`src/rtl/workout_disp_pkg.sv`:
```
// Shared types and constants for the workout display controller.
// Latency: none (types, constants and a pure combinational encoder only).
// Backpressure: none.
package workout_disp_pkg;

    // Conversion sequencer states
    typedef enum logic [1:0] {
        IDLE   = 2'd0,
        CONV_W = 2'd1,
        CONV_T = 2'd2,
        LOAD   = 2'd3
    } conv_state_t;

    // Scan positions, left to right on the display
    localparam int         NUM_DIG = 5;
    localparam logic [2:0] DIG_W_H = 3'd0;   // workout hundreds
    localparam logic [2:0] DIG_W_T = 3'd1;   // workout tens
    localparam logic [2:0] DIG_W_U = 3'd2;   // workout units
    localparam logic [2:0] DIG_T_T = 3'd3;   // seconds tens
    localparam logic [2:0] DIG_T_U = 3'd4;   // seconds units

    // Segment pattern gfedcba, active-low; all segments off
    localparam logic [6:0] SEG_BLANK = 7'h7F;

    // BCD digit to active-low segment pattern; non-decimal codes show blank
    function automatic logic [6:0] seg_enc(input logic [3:0] d);
        logic [6:0] s;
        case (d)
            4'd0:    s = 7'h40;
            4'd1:    s = 7'h79;
            4'd2:    s = 7'h24;
            4'd3:    s = 7'h30;
            4'd4:    s = 7'h19;
            4'd5:    s = 7'h12;
            4'd6:    s = 7'h02;
            4'd7:    s = 7'h78;
            4'd8:    s = 7'h00;
            4'd9:    s = 7'h10;
            default: s = SEG_BLANK;
        endcase
        return s;
    endfunction

endpackage

```
`src/rtl/bin2bcd_seq.sv`:
```
// Iterative shift-add-3 binary to BCD converter, one bit per cycle, MSB first.
// Latency: nbits cycles from the start cycle; done flags the final step, bcd is valid in that same cycle.
// Backpressure: none; a start while running restarts the conversion, caller keeps din/nbits stable during start.
module bin2bcd_seq #(
    parameter int IN_W = 8,
    parameter int DIG  = 3
) (
    input  logic                       clk,
    input  logic                       reset,
    input  logic                       start,
    input  logic [IN_W-1:0]            din,
    input  logic [$clog2(IN_W+1)-1:0]  nbits,
    output logic                       done,
    output logic [4*DIG-1:0]           bcd
);
    localparam int CNT_W = $clog2(IN_W + 1);

    logic [4*DIG-1:0] bcd_r;
    logic [IN_W-1:0]  bin_r;
    logic [CNT_W-1:0] cnt;
    logic             active;

    logic [4*DIG-1:0] src_bcd;
    logic [4*DIG-1:0] adj_bcd;
    logic [IN_W-1:0]  src_bin;
    logic [CNT_W-1:0] src_cnt;
    logic [4*DIG-1:0] nxt_bcd;
    logic [IN_W-1:0]  nxt_bin;

    // One double-dabble step; on start the step works on the fresh operand so no load cycle is spent
    always_comb begin
        src_bcd = start ? '0    : bcd_r;
        src_bin = start ? din   : bin_r;
        src_cnt = start ? nbits : cnt;
        adj_bcd = src_bcd;
        for (int i = 0; i < DIG; i++) begin
            if (src_bcd[4*i +: 4] >= 4'd5) begin
                adj_bcd[4*i +: 4] = src_bcd[4*i +: 4] + 4'd3;
            end
        end
        {nxt_bcd, nxt_bin} = {adj_bcd, src_bin} << 1;
    end

    // A zero bit count never signals done; callers always request at least one step
    assign done = (start | active) && (src_cnt == CNT_W'(1));
    assign bcd  = nxt_bcd;

    // Shift register and remaining-step counter
    always_ff @(posedge clk) begin
        if (!reset) begin
            bcd_r  <= '0;
            bin_r  <= '0;
            cnt    <= '0;
            active <= 1'b0;
        end else if (start || active) begin
            bcd_r  <= nxt_bcd;
            bin_r  <= nxt_bin;
            cnt    <= src_cnt - CNT_W'(1);
            active <= (src_cnt > CNT_W'(1));
        end
    end

endmodule

```
`src/rtl/workout_display_ctrl.sv`:
```
// Workout/seconds 5-digit multiplexed 7-seg driver with sequential BCD conversion and buzzer beep pattern.
// Latency: input change to display registers 16 cycles; seg/an registered (1 cycle); buzz_out 1 cycle after a buzzer rise.
// Backpressure: none; inputs changing mid-conversion are re-compared in IDLE. Option DISPLAY_ALARM_BLINK_EN blanks time digits in beep off-phases.
module workout_display_ctrl
    import workout_disp_pkg::*;
#(
    parameter int CLK_PER_DIGIT = 1000,
    parameter int BUZZ_BEEP_CYC = 50,
    parameter int BUZZ_BEEPS    = 3
) (
    input  logic       clk,
    input  logic       reset,
    input  logic [7:0] workout_num,
    input  logic [5:0] time_remain,
    input  logic       buzzer,
    output logic [6:0] seg,
    output logic [4:0] an,
    output logic       buzz_out,
    output logic       busy
);
    localparam int DIV_W  = (CLK_PER_DIGIT > 1) ? $clog2(CLK_PER_DIGIT) : 1;
    localparam int PH_W   = (BUZZ_BEEP_CYC > 1) ? $clog2(BUZZ_BEEP_CYC) : 1;
    localparam int BEEP_W = (BUZZ_BEEPS > 1)    ? $clog2(BUZZ_BEEPS)    : 1;

    // ---------------- conversion sequencer ----------------
    conv_state_t state;
    logic [7:0]  snap_w;
    logic [5:0]  snap_t;
    logic        cv_start;
    logic [7:0]  cv_din;
    logic [3:0]  cv_nbits;
    logic        cv_done;
    logic [11:0] cv_bcd;
    logic [11:0] hold_w;
    logic [7:0]  hold_t;
    logic [3:0]  d_w_h, d_w_t, d_w_u, d_t_t, d_t_u;

    // Seconds are fed left-aligned so only their 6 significant bits are shifted
    assign cv_din   = (state == CONV_T) ? {snap_t, 2'b00} : snap_w;
    assign cv_nbits = (state == CONV_T) ? 4'd6 : 4'd8;

    bin2bcd_seq #(
        .IN_W (8),
        .DIG  (3)
    ) u_bcd (
        .clk   (clk),
        .reset (reset),
        .start (cv_start),
        .din   (cv_din),
        .nbits (cv_nbits),
        .done  (cv_done),
        .bcd   (cv_bcd)
    );

    // Snapshot inputs, convert workout then seconds, then commit all five digits at once
    always_ff @(posedge clk) begin
        if (!reset) begin
            state    <= IDLE;
            snap_w   <= '0;
            snap_t   <= '0;
            cv_start <= 1'b0;
            busy     <= 1'b0;
            hold_w   <= '0;
            hold_t   <= '0;
            d_w_h    <= '0;
            d_w_t    <= '0;
            d_w_u    <= '0;
            d_t_t    <= '0;
            d_t_u    <= '0;
        end else begin
            cv_start <= 1'b0;
            case (state)
                IDLE: begin
                    if ({workout_num, time_remain} != {snap_w, snap_t}) begin
                        snap_w   <= workout_num;
                        snap_t   <= time_remain;
                        cv_start <= 1'b1;
                        busy     <= 1'b1;
                        state    <= CONV_W;
                    end
                end
                CONV_W: begin
                    if (cv_done) begin
                        hold_w   <= cv_bcd;
                        cv_start <= 1'b1;
                        state    <= CONV_T;
                    end
                end
                CONV_T: begin
                    if (cv_done) begin
                        hold_t <= cv_bcd[7:0];
                        state  <= LOAD;
                    end
                end
                LOAD: begin
                    d_w_h <= hold_w[11:8];
                    d_w_t <= hold_w[7:4];
                    d_w_u <= hold_w[3:0];
                    d_t_t <= hold_t[7:4];
                    d_t_u <= hold_t[3:0];
                    busy  <= 1'b0;
                    state <= IDLE;
                end
                default: state <= IDLE;
            endcase
        end
    end

    // ---------------- buzzer pattern ----------------
    logic              buzz_prev;
    logic              buzz_rise;
    logic              pat_act;
    logic              ph_on;
    logic [PH_W-1:0]   ph_cnt;
    logic [BEEP_W-1:0] beep_cnt;

    assign buzz_rise = buzzer & ~buzz_prev;

    // Beep sequencer: a rise (re)starts at beep 1, on-phase then off-phase per beep
    always_ff @(posedge clk) begin
        if (!reset) begin
            buzz_prev <= 1'b0;
            pat_act   <= 1'b0;
            ph_on     <= 1'b0;
            ph_cnt    <= '0;
            beep_cnt  <= '0;
            buzz_out  <= 1'b0;
        end else begin
            buzz_prev <= buzzer;
            if (buzz_rise) begin
                pat_act  <= 1'b1;
                ph_on    <= 1'b1;
                ph_cnt   <= '0;
                beep_cnt <= '0;
                buzz_out <= 1'b1;
            end else if (pat_act) begin
                if (ph_cnt == PH_W'(BUZZ_BEEP_CYC - 1)) begin
                    ph_cnt <= '0;
                    if (ph_on) begin
                        ph_on    <= 1'b0;
                        buzz_out <= 1'b0;
                    end else if (beep_cnt == BEEP_W'(BUZZ_BEEPS - 1)) begin
                        pat_act <= 1'b0;
                    end else begin
                        beep_cnt <= beep_cnt + BEEP_W'(1);
                        ph_on    <= 1'b1;
                        buzz_out <= 1'b1;
                    end
                end else begin
                    ph_cnt <= ph_cnt + PH_W'(1);
                end
            end
        end
    end

    // ---------------- display scan ----------------
    logic [DIV_W-1:0] div;
    logic [2:0]       idx;
    logic [3:0]       cur_dig;
    logic             cur_blank;
    logic             time_blank;

`ifdef DISPLAY_ALARM_BLINK_EN
    assign time_blank = pat_act & ~ph_on;
`else
    assign time_blank = 1'b0;
`endif

    // Dwell divider and digit index, wrapping after the last digit
    always_ff @(posedge clk) begin
        if (!reset) begin
            div <= '0;
            idx <= '0;
        end else if (div == DIV_W'(CLK_PER_DIGIT - 1)) begin
            div <= '0;
            idx <= (idx == 3'(NUM_DIG - 1)) ? 3'd0 : idx + 3'd1;
        end else begin
            div <= div + DIV_W'(1);
        end
    end

    // Pick the current digit and apply leading-zero (and optional alarm) blanking
    always_comb begin
        cur_dig   = d_w_u;
        cur_blank = 1'b0;
        case (idx)
            DIG_W_H: begin
                cur_dig   = d_w_h;
                cur_blank = (d_w_h == 4'd0);
            end
            DIG_W_T: begin
                cur_dig   = d_w_t;
                cur_blank = (d_w_h == 4'd0) && (d_w_t == 4'd0);
            end
            DIG_W_U: cur_dig = d_w_u;
            DIG_T_T: begin
                cur_dig   = d_t_t;
                cur_blank = time_blank;
            end
            DIG_T_U: begin
                cur_dig   = d_t_u;
                cur_blank = time_blank;
            end
            default: cur_blank = 1'b1;
        endcase
    end

    // seg and an registered together so segment data never leads or lags its digit enable
    always_ff @(posedge clk) begin
        if (!reset) begin
            seg <= SEG_BLANK;
            an  <= 5'h1F;
        end else begin
            seg <= cur_blank ? SEG_BLANK : seg_enc(cur_dig);
            an  <= ~(5'b00001 << idx);
        end
    end

endmodule

```
`config.mk`:
```
export PLATFORM = sky130hd
export DESIGN_NAME = workout_display_ctrl
export DESIGN_NICKNAME = d
export VERILOG_FILES = /design/src/rtl/workout_disp_pkg.sv /design/src/rtl/bin2bcd_seq.sv /design/src/rtl/workout_display_ctrl.sv
export SDC_FILE = /design/constraint.sdc
export NUM_CORES = 1
export LEC_CHECK = 0
export BUFFER_PORTS_ARGS = -buffer_cell sky130_fd_sc_hd__clkbuf_2
export CAP_MARGIN = 10
export CORE_MARGIN = 4
export CORE_UTILIZATION = 35
export DETAILED_ROUTE_END_ITERATION = 10
export GPL_ROUTABILITY_DRIVEN = 0
export GPL_TIMING_DRIVEN = 1
export PLACE_DENSITY = 0.5
export SLEW_MARGIN = 20
export SYNTH_ARGS = -nofsm -noshare
export SYNTH_HDL_FRONTEND = slang
export SYNTH_SLANG_ARGS = --single-unit
```
`constraint.sdc`:
```
create_clock -name clk -period 4.7 [get_ports clk]
set_clock_uncertainty 0.15 [all_clocks]
set_input_delay 0.94 -clock clk [delete_from_list [all_inputs] [get_ports clk]]
set_output_delay 0.94 -clock clk [all_outputs]
set_load 0.01 [all_outputs]
```
==> summary.txt, run 1 <==
Layout
  • Fill count: around 1,600
  • Share of layout cells above drive strength 1: between 10% and 20%
  • Ant diodes: 0
  • Commonest non-fill, non-tap cell in the layout: dfxtp_1
  • Layout area overhead: 14.5%
  • Final nets: just over 700
  • Fin area: between 0.006 and 0.007 mm²
  • Most frequent cells in the layout: dfxtp_1, nor2_1, nand2_1
  • Storage cell area: 0.00238 mm²
  • Area of the multi-input gates: between 0.003 and 0.004 mm²

Timing
  • Setup_tns: 0 ps
  • RSZ-0062 raised after global routing: no
  • Rel. slew slack: 31.4%
  • Final Hold Vio Count: 0
  • Worst slew pin tran: around 1000 ps
  • Tcrit/Tclk final: roughly two thirds
  • Worst setup margin: about 1700 ps
  • Crit path time final: roughly 3000 ps
  • Final setup violation count: 0
  • Slew Limit Fails: 0
  • Fmax: 328 MHz

Die
  • Starting Density: between 30% and 40%
  • Core ar.: between 0.015 and 0.02 mm²
  • Die Width: between 100 and 150 µm
  • Boundary Pins: 31
  • Site row count: 46
  • DIE HEIGHT: between 100 and 150 µm
  • Die area: between 0.015 and 0.02 mm²

CTS
  • Clock tree from TritonCTS: built
  • Gates resized, CTS repair: 0
  • Root buf cell: clkbuf_16
  • H-tree Lvls: 4
  • # hold bufs at CTS: 0
  • Postcts setup bufs: 0
  • Max Root-Sink Buffers: 2
  • # clock sinks: 119
  • CTS buffer count: 17
  • Clk slew on worst S/H paths: approximately 60 ps
  • Worst skew pair latency: between 400 and 500 ps

Placement
  • Place WS: 1640 ps
  • # port buffers: 30
  • Area after DPL: between 0.005 and 0.006 mm²
  • Final HPWL from detailed placement: between 8000 and 9000 µm

Detailed routing
  • DR vias: 4,498
  • Initial DRC Count: 218
  • Routed WL: 12,300 µm
  • Pre-antenna DRT Iters: 5
  • Drt wl/cell: ~14 µm
  • Antenna-violating nets left: 0
  • Vias/cell: approximately 5.0
  • # DRC: 0

Critical path
  • CP arrival: 3230 ps
  • WP data required: just under 5000 ps
  • CP Launch Type: flop
  • Type of the worst setup path: reg -> reg
  • Critical Path Sink Type: flop
  • CP max FO: 32

Global routing
  • Largest net degree at the start of global routing: 33
  • Via count of the first global-routing pass: 4,135
  • First-pass GRT wire length: approximately 20,000 µm
  • GRT Resource Usage Total: ~14%
  • Initial antenna violation count: 0
  • GRT Residual Overflow: 0

Power
  • Leakage: around 2.5 nW
  • Power per Cell Area: ~460 mW/mm²
  • Worst vdd ir: roughly 0.23 mV

Logic synthesis
  • Synth cell types: 60
  • Synth async-reset ratio: 0%
  • Syn Inst Count: between 600 and 700
  • Syn_nets: ~700
  • EDFF count, synth: 0
  • Register area share after synthesis: approximately two fifths
  • Netlist Area Pre-Place: roughly 0.0057 mm²
  • Syn Area/Cell: between 8 and 9 µm²
  • Ys flop type: dfxtp_1
  • Yosys top cell area share: a little over two fifths
  • Seq cells post-synth: ~120
  • YS warnings: 0
  • Synth area leader: dfxtp_1
  • Top post-synthesis cells by area: dfxtp_1, mux2i_1, ha_1

Status
  • Outcome: complete, no violations

Min path
  • Min-Delay Path Class: reg -> reg

Job
  • Maximum Capacitance Violations: 0
## registers in the layout, summed over array words and instances, names as in the netlist, 5 cells and up
register     flops
hold_w          12
u_bcd.bcd_r     12
div             10
hold_t           8
snap_w           8
seg              7
u_bcd.bin_r      7
ph_cnt           6
snap_t           6
an               5
## per-stage QoR
| step | power, W | hold slack (ps) | utilization (%) | cells |
|---|---|---|---|---|
| after detailed placement | 0.00178 | 303 | 37.4 | 868 |
| after floorplan | 0.00165 | 280 | - | 658 |
| after global routing | 0.00318 | 334 | 41.1 | 900 |
| after CTS | 0.00306 | 309 | 41.1 | 900 |
| final | 0.00302 | 305 | 41.1 | 900 |
| after global placement | 0.00176 | 300 | 37.4 | 868 |
## cell type report
| cell class | instances | share of cell area (%) |
|---|---|---|
| Multi-Input combinational cell | 476 | 46.5 |
| Clock inverter | 12 | 1.95 |
| Sequential cell | 119 | 36.4 |
| Clock buffer | 20 | 6.97 |
| Inverter | 23 | 1.32 |
| Tap cell | 216 | 4.13 |
| Timing Repair Buffer | 34 | 2.75 |
## kinds of logic after synthesis
| logic type | after synthesis | synth area share, % |
|---|---|---|
| buf+inv | 63 | 5.10 |
| fa+ha+maj | 24 | 5.25 |
| simple gates | 233 | 19.6 |
| flops | 119 | 41.6 |
| xor+xnor | 33 | 5.05 |
| compound gates | 150 | 17.1 |
| mux | 36 | 6.32 |
## routing by layer
| layer | track usage (%) | vias up | wire [µm] |
|---|---|---|---|
| met4 | 5.04 | 0 | 174 |
| met1 | 17.6 | 2079 | 6090 |
| met3 | 4.00 | 17 | 455 |
| li1 | - | 2330 | - |
| met2 | 22.2 | 72 | 5620 |
| met5 | 0 | - | 0 |
## synth_stat cells, types with 13 or more instances
| master | count |
|---|---|
| a211oi_1 | 21 |
| a21oi_1 | 53 |
| clkbuf_1 | 18 |
| dfxtp_1 | 119 |
| ha_1 | 24 |
| inv_1 | 22 |
| mux2i_1 | 35 |
| nand2_1 | 69 |
| nand3_1 | 28 |
| nor2_1 | 71 |
| o21ai_0 | 13 |
| xor2_1 | 23 |
## critical path: stages, from the launching register on
cell and delay, ps:
dfxtp_1 990, mux2i_1 330, ha_1 290, nand3_1 440, or3b_2 620, a21oi_1 130
## path summary, 6_finish.rpt
kind	from	end	slack [ps]	cells after the start
worst max-delay path	cv_start	hold_t[1]	1650	5
worst min-delay path	hold_w[10]	hold_w[10]	300	2
worst max register to register	cv_start	hold_t[1]	1650	5
worst min register to register	hold_w[10]	hold_w[10]	300	2
## report_power, final
group | total, W | internal [W] | switching (W)
registers | 0.00122 | 0.00110 | 0.000117
clock network | 0.00126 | 0.000804 | 0.000460
logic | 0.000534 | 0.000223 | 0.000311
Note: power is estimated with default switching activity, not from simulation.
==> run 2: changes to the inputs <==
Clock period 4.7 ns to 2.91 ns, I/O delays scaled along.
==> run 2 against run 1 <==
Effect of this change:
- utilization is 0.70 points higher
- count of clock-buffer cells in the layout rose by 1
- first-iteration DRC count is 21% higher
- flip-flop and latch count stayed put
- design area grew 1.7%
- register-to-register slack worse by 1400 ps
- sequential share of layout area shrank 0.61 points
==> summary.txt, run 2 (synthesized netlist as in run 1, its figures left out) <==
CTS
  • Worst skew pair latency: 420 ps (was 410 ps)
  • Gates resized, CTS repair: 0 (unchanged)
  • Max Root-Sink Buffers: 2 (unchanged)
  • Clk slew on worst S/H paths: 50 ps (was 60 ps)
  • CTS buffer count: 17 (unchanged)
  • # hold bufs at CTS: 0 (unchanged)
  • Root buf cell: clkbuf_16 (unchanged)
  • Clock tree from TritonCTS: built (unchanged)
  • H-tree Lvls: 4 (unchanged)
  • # clock sinks: 119 (unchanged)
  • Postcts setup bufs: 0 (unchanged)

Critical path
  • Reg2Reg Capture Point: seg[3] (was hold_t[1])
  • CP Launch Point: idx[0] (was cv_start)
  • R2R depth: 8 (was 5)
  • Crit Reg-Reg Startpoint: idx[0] (was cv_start)
  • CP max FO: 9 (was 32)
  • CP arrival: 2810 ps (was 3230 ps)
  • Critical Path Sink Type: flop (unchanged)
  • WP data required: 3050 ps (was 4880 ps)
  • Flop2flop setup slack: 240 ps (was 1650 ps)
  • CP Launch Type: flop (unchanged)
  • Type of the worst setup path: reg -> reg (unchanged)
  • CP Capture Point: seg[3] (was hold_t[1])

Global routing
  • Via count of the first global-routing pass: 4,499 (was 4,135)
  • First-pass GRT wire length: 21,700 µm (was 20,300 µm)
  • Largest net degree at the start of global routing: 51 (was 33)
  • GRT Resource Usage Total: 14.7% (was 13.8%)
  • GRT Residual Overflow: 0 (unchanged)
  • Initial antenna violation count: 0 (unchanged)

Power
  • Worst vdd ir: 0.440 mV (was 0.230 mV)
  • Power per Cell Area: 754 mW/mm² (was 460 mW/mm²)
  • Leakage: 2.59 nW (was 2.52 nW)

Detailed routing
  • DR vias: 4,607 (was 4,498)
  • Pre-antenna DRT Iters: 6 (was 5)
  • Drt wl/cell: 13.9 µm (was 13.7 µm)
  • # DRC: 0 (unchanged)
  • Routed WL: 12,700 µm (was 12,300 µm)
  • Antenna-violating nets left: 0 (unchanged)
  • Initial DRC Count: 264 (was 218)
  • Vias/cell: 5.07 (was 5.00)

Layout
  • Layout Cells excl Fill: 908 (was 900)
  • Ant diodes: 0 (unchanged)
  • Layout area overhead: 16.4% (was 14.5%)
  • Share of layout cells above drive strength 1: 13.3% (was 12.6%)
  • Most frequent cells in the layout: dfxtp_1, nor2_1, nand2_1 (unchanged)
  • Final nets: 721 (was 712)
  • Final Core Density: 41.8% (was 41.1%)
  • Regs by FF count: hold_w (12), u_bcd.bcd_r (12), div (10) (unchanged)
  • Commonest non-fill, non-tap cell in the layout: dfxtp_1 (unchanged)

Timing
  • Tcrit/Tclk final: 91.6% (was 64.8%)
  • Final Hold Vio Count: 0 (unchanged)
  • Final hold slack: 238 ps (was 305 ps)
  • Rel. slew slack: 49.7% (was 31.4%)
  • Setup_tns: 0 ps (unchanged)
  • Worst slew pin tran: 754 ps (was 1030 ps)
  • RSZ-0062 raised after global routing: no (unchanged)
  • Final setup violation count: 0 (unchanged)
  • Crit path time final: 2670 ps (was 3050 ps)
  • Slew Limit Fails: 0 (unchanged)
  • Fmax: 375 MHz (was 328 MHz)

Die
  • Die area: 0.0185 mm² (unchanged)
  • Boundary Pins: 31 (unchanged)
  • DIE HEIGHT: 136 µm (unchanged)
  • Die Width: 136 µm (unchanged)
  • Starting Density: 35.9% (unchanged)
  • Core ar.: 0.0159 mm² (unchanged)
  • Site row count: 46 (unchanged)

Job
  • Maximum Capacitance Violations: 0 (unchanged)

Placement
  • # port buffers: 30 (unchanged)
  • Final HPWL from detailed placement: 8920 µm (was 8540 µm)
  • DP Cell Count: 877 (was 868)

Min path
  • Worst Min Path Start: buzzer (was hold_w[10])
  • Min-Delay Path Class: in -> reg (was reg -> reg)

Status
  • Outcome: complete, no violations (unchanged)
[run 2: worst min path at each step]
| stage | end | cells past startpoint |
|---|---|---|
| finish | buzz_prev | 2 |
| global route | buzz_prev | 2 |
| floorplan | div[0] | 1 |
| CTS | buzz_prev | 2 |
| detailed placement | hold_w[7] | 2 |
| global placement | hold_w[4] | 2 |
[run 2: stage by stage]
| stage | power, W | instance area [µm²] | setup WS [ps] |
|---|---|---|---|
| 4_1_cts | 0.00510 | 6660 | 286 |
| 3_5_place_dp | 0.00292 | 6060 | 313 |
| 6_report | 0.00502 | 6660 | 244 |
| 3_3_place_gp | 0.00289 | 6060 | 411 |
| 5_1_grt | 0.00528 | 6660 | 34.8 |
| 2_1_floorplan | 0.00266 | 5720 | 322 |
[run 2: layer usage]
metal	share of wire, %	vias up	global-route usage [%]
li1	-	2346	-
met1	48	2172	18.5
met2	47	73	24.0
met3	3.6	16	3.63
met4	1.7	0	6.10
met5	0	-	0
[run 2: area by class of cell]
cell class	instances	area [µm²]
flip-flops and latches	119	2380
repair buffers	43	273
multi-input cells	476	3050
fillers	1613	9280
well taps	216	270
clock buffers	21	450
clock inverters	10	153
inverters	23	86.3
[run 2: where the power goes]
| group | internal [W] | switching (W) | total, W |
|---|---|---|---|
| Combinational | 0.000391 | 0.000574 | 0.000965 |
| Clock | 0.00144 | 0.000708 | 0.00215 |
| Sequential | 0.00178 | 0.000130 | 0.00191 |
| Total | 0.00361 | 0.00141 | 0.00502 |
[run 2: worst max-delay path: stages (launching register included)]
cell and delay (ps):
dfxtp_1 530, ha_1 240, ha_1 310, a32oi_1 90
a31oi_1 470, inv_1 160, ha_1 340, o21ai_0 170
nand3_1 90
